$ cat src/rtl/rename_port_sched.sv
// rename_port_sched: arbitrates the single shared rename port (RAT + free list) between
// issuing decoded instructions and returning ROB-retired physical registers.
//  - dec_*            : decoded instruction offer (valid/ready), buffered in a 1-entry hold
//  - rob_ret_*        : retired physical register frees, buffered in an RQ_DEPTH-entry FIFO
//  - ren_*            : registered one-cycle grants (issue or retire) and rename results
//  - out_*            : registered pulse and captured physical registers of a renamed instruction
//  - stall_cycles     : saturating count of cycles spent stalled on an empty free list
module rename_port_sched #(
  parameter int unsigned RQ_DEPTH = 4,
  parameter int unsigned RQ_HI    = 3,
  parameter int unsigned MAX_WAIT = 4
) (
  input  logic        clk,
  input  logic        reset_n,
  input  logic        dec_valid,
  output logic        dec_ready,
  input  logic [4:0]  dec_rs1,
  input  logic [4:0]  dec_rs2,
  input  logic [4:0]  dec_rd,
  input  logic        rob_ret_valid,
  output logic        rob_ret_ready,
  input  logic [5:0]  rob_ret_phys,
  output logic        ren_issue_valid,
  output logic        ren_retire_valid,
  output logic [4:0]  ren_rs1,
  output logic [4:0]  ren_rs2,
  output logic [4:0]  ren_rd,
  output logic [5:0]  ren_retire_phys,
  input  logic        ren_rename_valid,
  input  logic [5:0]  ren_phys_rd,
  input  logic [5:0]  ren_phys_rs1,
  input  logic [5:0]  ren_phys_rs2,
  output logic        out_valid,
  output logic [5:0]  out_phys_rd,
  output logic [5:0]  out_phys_rs1,
  output logic [5:0]  out_phys_rs2,
  output logic [15:0] stall_cycles
);

  localparam int unsigned PtrW  = (RQ_DEPTH > 1) ? $clog2(RQ_DEPTH) : 1;
  localparam int unsigned CntW  = $clog2(RQ_DEPTH + 1);
  localparam int unsigned WaitW = $clog2(MAX_WAIT + 1);

  typedef enum logic {StRun, StStall} state_e;

  state_e            state_q, state_d;
  logic              hold_v_q, hold_v_d;
  logic [4:0]        hold_rs1_q, hold_rs1_d, hold_rs2_q, hold_rs2_d, hold_rd_q, hold_rd_d;
  logic [5:0]        rq_mem_q [RQ_DEPTH];
  logic [5:0]        rq_mem_d [RQ_DEPTH];
  logic [PtrW-1:0]   rq_rd_ptr_q, rq_rd_ptr_d, rq_wr_ptr_q, rq_wr_ptr_d;
  logic [CntW-1:0]   rq_cnt_q, rq_cnt_d, cnt_pp;
  logic [WaitW-1:0]  wait_q, wait_d;
  logic              issue_q, issue_d, retire_q, retire_d;
  logic [4:0]        ren_rs1_q, ren_rs1_d, ren_rs2_q, ren_rs2_d, ren_rd_q, ren_rd_d;
  logic [5:0]        ret_phys_q, ret_phys_d;
  logic              out_valid_q, out_valid_d;
  logic [5:0]        out_rd_q, out_rd_d, out_rs1_q, out_rs1_d, out_rs2_q, out_rs2_d;
  logic [15:0]       stall_q, stall_d;
  logic              issue_done, accept, push;

  assign issue_done    = issue_q & ren_rename_valid;
  assign dec_ready     = ~hold_v_q | issue_done;
  assign rob_ret_ready = rq_cnt_q < CntW'(RQ_DEPTH);
  assign accept        = dec_valid & dec_ready;
  assign push          = rob_ret_valid & rob_ret_ready;

  always_comb begin
    // Hold register: a same-edge accept overrides the clear from issue_done.
    hold_v_d   = accept | (hold_v_q & ~issue_done);
    hold_rs1_d = accept ? dec_rs1 : hold_rs1_q;
    hold_rs2_d = accept ? dec_rs2 : hold_rs2_q;
    hold_rd_d  = accept ? dec_rd  : hold_rd_q;

    state_d = state_q;
    if (state_q == StRun && issue_q && !ren_rename_valid) begin
      state_d = StStall;
    end else if (state_q == StStall && retire_q) begin
      state_d = StRun;
    end

    // Counts cycles the FIFO held entries without a retire grant.
    if (retire_q || rq_cnt_q == '0) begin
      wait_d = '0;
    end else if (wait_q != WaitW'(MAX_WAIT)) begin
      wait_d = wait_q + WaitW'(1);
    end else begin
      wait_d = wait_q;
    end

    // Grant is decided on occupancy including this edge's push, so a push into an empty
    // FIFO can be granted immediately (head bypasses from rob_ret_phys).
    cnt_pp   = rq_cnt_q + CntW'(push);
    issue_d  = 1'b0;
    retire_d = 1'b0;
    if (state_d == StStall) begin
      retire_d = (cnt_pp != '0);
    end else if (cnt_pp >= CntW'(RQ_HI) || (cnt_pp != '0 && wait_d == WaitW'(MAX_WAIT))) begin
      retire_d = 1'b1;
    end else if (hold_v_d) begin
      issue_d = 1'b1;
    end else if (cnt_pp != '0) begin
      retire_d = 1'b1;
    end

    rq_mem_d    = rq_mem_q;
    rq_wr_ptr_d = rq_wr_ptr_q;
    rq_rd_ptr_d = rq_rd_ptr_q;
    if (push) begin
      rq_mem_d[rq_wr_ptr_q] = rob_ret_phys;
      rq_wr_ptr_d           = rq_wr_ptr_q + PtrW'(1);
    end
    if (retire_d) begin
      rq_rd_ptr_d = rq_rd_ptr_q + PtrW'(1);
    end
    rq_cnt_d = cnt_pp - CntW'(retire_d);

    ren_rs1_d  = issue_d ? hold_rs1_d : ren_rs1_q;
    ren_rs2_d  = issue_d ? hold_rs2_d : ren_rs2_q;
    ren_rd_d   = issue_d ? hold_rd_d  : ren_rd_q;
    ret_phys_d = retire_d ? ((rq_cnt_q == '0) ? rob_ret_phys : rq_mem_q[rq_rd_ptr_q])
                          : ret_phys_q;

    out_valid_d = issue_done;
    out_rd_d    = issue_done ? ren_phys_rd  : out_rd_q;
    out_rs1_d   = issue_done ? ren_phys_rs1 : out_rs1_q;
    out_rs2_d   = issue_done ? ren_phys_rs2 : out_rs2_q;

    stall_d = (state_q == StStall && stall_q != 16'hFFFF) ? stall_q + 16'd1 : stall_q;
  end

  always_ff @(posedge clk or negedge reset_n) begin
    if (!reset_n) begin
      state_q     <= StRun;
      hold_v_q    <= 1'b0;
      hold_rs1_q  <= '0;
      hold_rs2_q  <= '0;
      hold_rd_q   <= '0;
      for (int i = 0; i < RQ_DEPTH; i++) rq_mem_q[i] <= '0;
      rq_rd_ptr_q <= '0;
      rq_wr_ptr_q <= '0;
      rq_cnt_q    <= '0;
      wait_q      <= '0;
      issue_q     <= 1'b0;
      retire_q    <= 1'b0;
      ren_rs1_q   <= '0;
      ren_rs2_q   <= '0;
      ren_rd_q    <= '0;
      ret_phys_q  <= '0;
      out_valid_q <= 1'b0;
      out_rd_q    <= '0;
      out_rs1_q   <= '0;
      out_rs2_q   <= '0;
      stall_q     <= '0;
    end else begin
      state_q     <= state_d;
      hold_v_q    <= hold_v_d;
      hold_rs1_q  <= hold_rs1_d;
      hold_rs2_q  <= hold_rs2_d;
      hold_rd_q   <= hold_rd_d;
      rq_mem_q    <= rq_mem_d;
      rq_rd_ptr_q <= rq_rd_ptr_d;
      rq_wr_ptr_q <= rq_wr_ptr_d;
      rq_cnt_q    <= rq_cnt_d;
      wait_q      <= wait_d;
      issue_q     <= issue_d;
      retire_q    <= retire_d;
      ren_rs1_q   <= ren_rs1_d;
      ren_rs2_q   <= ren_rs2_d;
      ren_rd_q    <= ren_rd_d;
      ret_phys_q  <= ret_phys_d;
      out_valid_q <= out_valid_d;
      out_rd_q    <= out_rd_d;
      out_rs1_q   <= out_rs1_d;
      out_rs2_q   <= out_rs2_d;
      stall_q     <= stall_d;
    end
  end

  assign ren_issue_valid  = issue_q;
  assign ren_retire_valid = retire_q;
  assign ren_rs1          = ren_rs1_q;
  assign ren_rs2          = ren_rs2_q;
  assign ren_rd           = ren_rd_q;
  assign ren_retire_phys  = ret_phys_q;
  assign out_valid        = out_valid_q;
  assign out_phys_rd      = out_rd_q;
  assign out_phys_rs1     = out_rs1_q;
  assign out_phys_rs2     = out_rs2_q;
  assign stall_cycles     = stall_q;

endmodule

$ cat config.mk
export PLATFORM = sky130hd
export DESIGN_NAME = rename_port_sched
export DESIGN_NICKNAME = d
export VERILOG_FILES = /design/src/rtl/rename_port_sched.sv
export SDC_FILE = /design/constraint.sdc
export NUM_CORES = 1
export LEC_CHECK = 0
export ABC_CLOCK_PERIOD_IN_PS = 3100
export BUFFER_PORTS_ARGS = -buffer_cell sky130_fd_sc_hd__buf_2
export CORE_ASPECT_RATIO = 0.75
export CORE_MARGIN = 2
export CORE_UTILIZATION = 49
export CTS_CLUSTER_SIZE = 24
export DETAILED_ROUTE_END_ITERATION = 12
export PLACE_DENSITY = 0.86
export SYNTH_ARGS = -nofsm -noshare
export SYNTH_HDL_FRONTEND = slang
export SYNTH_SLANG_ARGS = --single-unit
export TNS_END_PERCENT = 30
$ cat constraint.sdc
create_clock -name clk -period 3.1 [get_ports clk]
set_clock_uncertainty 0.05 [all_clocks]
set_input_delay 0.465 -clock clk [delete_from_list [all_inputs] [get_ports clk]]
set_output_delay 0.465 -clock clk [all_outputs]
set_load 0.02 [all_outputs]
Yosys cells after proc, flatten, opt, wreduce, memory -nomap -nowiden --
Cells that the tools add are included.
Word-level totals: register bits 109, input bits 44, output and inout bits 60
Cells by class: $add $sub $neg 6, magnitude comparators 5, equal/unequal tests 3, mux-type cells 21, bitwise gates (word level) 11, reductions and logical operators 11
Operator list (count):
- bitwise mux 24 bit | 1
- 2-to-1 mux 6 bit | 4
- adder 16 x 1 -> 16 bit, second input constant | 1
- != test 16 bit, second input constant | 1
- 2-to-1 mux 5 bit | 3
- binary-select mux 6 bit (select 2 bit) | 1
- demux 6 bit (select 2 bit) | 1
- 2-to-1 mux 1 bit | 9
- greater-or-equal comparator 3 bit, second input constant | 2
- logical AND 1 bit | 6
- 2-to-1 mux 3 bit | 2
- inverter 2 -> 3 bit | 2
- adder 2 x 1 -> 2 bit, second input constant | 2
- bitwise AND 1 bit | 4
- adder 3 x 1 -> 3 bit | 1
- adder 3 x 1 -> 3 bit, second input constant | 1
- equality test 3 bit, second input constant | 1
- greater-or-equal comparator 3 x 2 -> 1 bit, second input constant | 1
- zero test 3 bit | 1
- < comparator 3 x 1 -> 1 bit, second input constant | 1
- < comparator 3 bit, second input constant | 1
- != test 3 bit, second input constant | 1
- inverter 1 bit | 3
- nonzero test 3 bit | 1
- other kinds (4) | 6

Depth between registers and ports, before layout --
depth in word-level cells 9, mapped depth 11

Worst setup path after synthesis --
Ideal clock, no wire load.
path kind flip-flop to flip-flop, start reg rq_cnt_q[2], end reg rq_cnt_q[2], arrival time 2.707 ns, required time 2.922 ns, setup slack 0.215 ns, cell stages (with the launch flop) 11, cells stage by stage dfrtp_1 > and2b_2 > clkbuf_1 > ha_1 > ha_1 > a221o_2 > a211oi_4 > nor2_4 > ha_1 > ha_1 > xnor2_1
On the way: cells in the longest elaborated chain, start to end 9, elaborated cells between the ends (all ways) 16
Ends and longest elaborated chain:
- from (decl) | RTL line 52 | logic [CntW-1:0] rq_cnt_q, rq_cnt_d, cnt_pp;
- from (signal assigned) | RTL line 164 | rq_cnt_q <= rq_cnt_d;
- parallel branches: the longest is 7 deep, another holds < comparator 3 bit
- 2-to-1 mux 1 bit * | RTL line 96 | if (state_d == StStall) begin
- net retire_d | RTL line 54 | logic issue_q, issue_d, retire_q, retire_d;
- subtractor 3 x 1 -> 3 bit * | RTL line 116 | rq_cnt_d = cnt_pp - CntW'(retire_d);
- net rq_cnt_d[2] | RTL line 52
Mark *: on every way through the listed nets, which the timed path passes. A chain may end at the register's enable or synchronous reset.

Final worst setup path --
start reg rq_cnt_q[2], end reg ren_rs2_q[0] (netlist: ren_rs2[0])
On the way: cells in the longest elaborated chain, start to end 8, elaborated cells between the ends (all ways) 13
Ends and longest elaborated chain:
- parallel branches: the longest is 5 deep, another holds < comparator 3 bit
- logical OR 1 bit * | RTL line 98 | end else if (cnt_pp >= CntW'(RQ_HI) || (cnt_pp != '0 && wait_d == WaitW'(MAX_WAIT))) begin
- 2-to-1 mux 1 bit * | RTL line 98
- 2-to-1 mux 1 bit * | RTL line 96
- to (signal assigned) | RTL line 169 | ren_rs2_q <= ren_rs2_d;
- to (decl) | RTL line 55 | logic [4:0] ren_rs1_q, ren_rs1_d, ren_rs2_q, ren_rs2_d, ren_rd_q, ren_rd_d;
Every way passes the cells marked *.

==> results.sh <==
export IMPL_status="completed"
export IMPL_final_cells=563
export IMPL_synthTopCellsByArea="dfrtp_1 59%, mux2_2 21%, ha_1 3.0%"
export IMPL_drcViolationCount=0
export IMPL_yosysWarnings=0
export IMPL_final_max_slew_violation_count=0
export IMPL_drtIter0Drc=140
export IMPL_setup_violations=0
export IMPL_clkTransAtPathRegs_ns=0.07
export IMPL_finalSetupTns_ns=0
export IMPL_critPathMaxFanout=17
export IMPL_max_slew_margin_rel=0.313
export IMPL_ir_drop_mv=0.670
export IMPL_endpoint_kind="register"
export IMPL_numCtsBuffers=9
export IMPL_most_common_layout_cells="109 x dfrtp_1, 102 x buf_2, 86 x mux2_2"
export IMPL_area_delta_synth_final_pct=20.8
export IMPL_finalNetCount=485
export IMPL_syn_nets=373
export IMPL_cts_tree="built"
export IMPL_syn_inst=318
export IMPL_fin_crit_ns=2.80
export IMPL_htreeDepth=3
export IMPL_num_antenna_cells=0
export IMPL_setup_slack_ns=0.298
export IMPL_cp_required_ns=3.28
export IMPL_period_share=0.904
export IMPL_drt_wl_total_um=8690
export IMPL_mostFrequentLayoutCell="dfrtp_1"
export IMPL_cts_root_buf="clkbuf_16"
export IMPL_viasPerCell=5.07
export IMPL_ios=104
export IMPL_critPathKind="register to register"
export IMPL_p_leak_nw=2.70
export IMPL_grt_pass1_wl_um=14000
export IMPL_vias=2852
export IMPL_synth_cell_types=37
export IMPL_rsz0062_at_grt="no"
export IMPL_die_width_um=116
export IMPL_hold_buffers=0
export IMPL_grt_overflow=0
export IMPL_antenna_found_initial=0
export IMPL_total_power_mw=6.17
export IMPL_cp_arrival_ns=2.98
export IMPL_synth_top_cell_area_share=0.587
export IMPL_dp_cells=547
export IMPL_whs_ns=0.262
export IMPL_core_mm2=0.00912
export IMPL_ys_seq_elements=109
export IMPL_dieArea_mm2=0.0103
export IMPL_initial_core_util=0.509
export IMPL_layout_drive_gt1_share=0.522
export IMPL_io_buffers=103
export IMPL_cts_path_max_buffers=2
export IMPL_cts_setup_buffers=0
export IMPL_startpoint_type="register"
export IMPL_wl_per_cell_um=15.4
export IMPL_dp_slack_ns=0.276
export IMPL_hold_viol_final=0
export IMPL_hold_class="primary input to asynchronous set/reset pin"
export IMPL_cts_sinks=109
export IMPL_grt_start_max_net_pins=86
export IMPL_max_cap_violations=0
export IMPL_synth_largest_area_cell="dfrtp_1"
export IMPL_max_freq_ghz=0.357
export IMPL_grtUsageTotal=0.179
export IMPL_routabilityCongestion=0.829
export IMPL_powerDensity_mw_per_mm2=1100
export IMPL_dp_hpwl_um=6310
export IMPL_clock_latency_ns=0.34
export IMPL_ant_nets=0
export IMPL_row_count=30
export IMPL_mappedNetlistArea_mm2=0.00464
export IMPL_synth_seq_area_share=0.587
export IMPL_first_global_vias=2877
export IMPL_detail_route_first_pass_iterations=4
export IMPL_worstMarginPinSlew_ns=1.03
export IMPL_synth_avg_cell_area_um2=14.6
export IMPL_die_y_um=88.3
export IMPL_post_cts_resize_count=0
## layout make-up
cell class	instances	area [µm²]
clock buffer	11	253
clock inverter	5	35.0
fill	731	3510
inverter	12	45.0
multi-input combinational	191	1840
sequential	109	2730
tap	128	160
timing repair buffer	107	548
## state kept, by name, indices dropped and copies added (netlist names), 3 cells and up
register and flops:
out_phys_rd 6, hold_rs1_q 5, stall_cycles 16, ren_retire_phys 6, out_phys_rs2 6, ren_rs1 5, hold_rs2_q 5, out_phys_rs1 6
ren_rd 5, rq_cnt_q 3, ren_rs2 5, hold_rd_q 5, rq_mem_q 24, wait_q 3
## cells in the mapped netlist
cell type and n:
a21oi_1 1, nor3_1 5, o41ai_2 1, inv_1 12, nor4_1 1, mux2i_1 1, nor4_2 1, dfrtp_1 109
mux4_2 6, a21bo_2 2, xnor2_1 6, a221oi_2 1, buf_1 1, nor2_1 11, and3b_1 1, or2_2 1
nor3_4 1, a221o_2 1, xor2_1 13, ha_1 11, nor2_4 1, clkbuf_1 4, and4bb_2 1, nor3b_1 2
mux2_1 1, nand4_1 4, o21ai_0 2, nand2_1 17, or3_1 1, nand2b_1 1, a211oi_4 1, buf_6 1
nand3b_1 1, and2b_2 1, nand3_1 6, mux2_2 86, and3_1 2
## report_power, final
group          total [mW]  leakage [nW]  switching [mW]  internal, mW
clock                1.08         0.141           0.490         0.588
sequential           2.48          1.33           0.396          2.08
combinational        2.61          1.23            1.28          1.33
total                6.17          2.70            2.17          4.00
## metrics by stage
| stage | util | instance area (µm²) |
|---|---|---|
| after CTS | 0.615 | 5610 |
| after detailed placement | 0.584 | 5320 |
| after floorplan | - | 4640 |
| final | 0.615 | 5610 |
| after global routing | 0.615 | 5610 |
| after global placement | 0.584 | 5320 |
## layer usage
| metal | track usage | part of all wire | up-vias |
|---|---|---|---|
| met4 | 0.0541 | 0.011 | 0 |
| met1 | 0.230 | 0.45 | 1405 |
| met2 | 0.299 | 0.48 | 84 |
| li1 | - | - | 1354 |
| met5 | 0 | 0 | - |
| met3 | 0.0534 | 0.056 | 9 |
## worst max-delay path, cell delays in order, from the launching register on
cell	delay [ns]
dfrtp_1	0.49
and2b_2	0.31
ha_1	0.20
ha_1	0.33
a221o_2	0.39
a211oi_4	0.22
buf_4	0.31
mux2_2	0.37
## path summary, 6_finish.rpt
path                                start         endpoint  slack (ns)  depth (start not counted)
setup / recovery              rq_cnt_q[2]       ren_rs2[0]        0.30                          7
hold / removal                    reset_n  stall_cycles[3]        0.26                          1
setup reg to reg              rq_cnt_q[2]       ren_rs2[0]        0.30                          7
hold reg to reg             hold_rs2_q[2]    hold_rs2_q[2]        0.45                          1
max in group asynchronous         reset_n     rq_mem_q[13]        1.95                          2
min in group clk           ren_phys_rd[1]   out_phys_rd[1]        0.30                          2
## cells by family after synthesis
| logic type | share of synthesized area |
|---|---|
| and+or+nand+nor | 0.0679 |
| DFF | 0.587 |
| muxes | 0.242 |
| AOI/OAI and AO/OA | 0.0210 |
| buffers and inverters | 0.0162 |
| adders and majority gates | 0.0296 |
| xor gates and xnor gates | 0.0358 |
No activity file was read; power rests on OpenSTA's default activity.
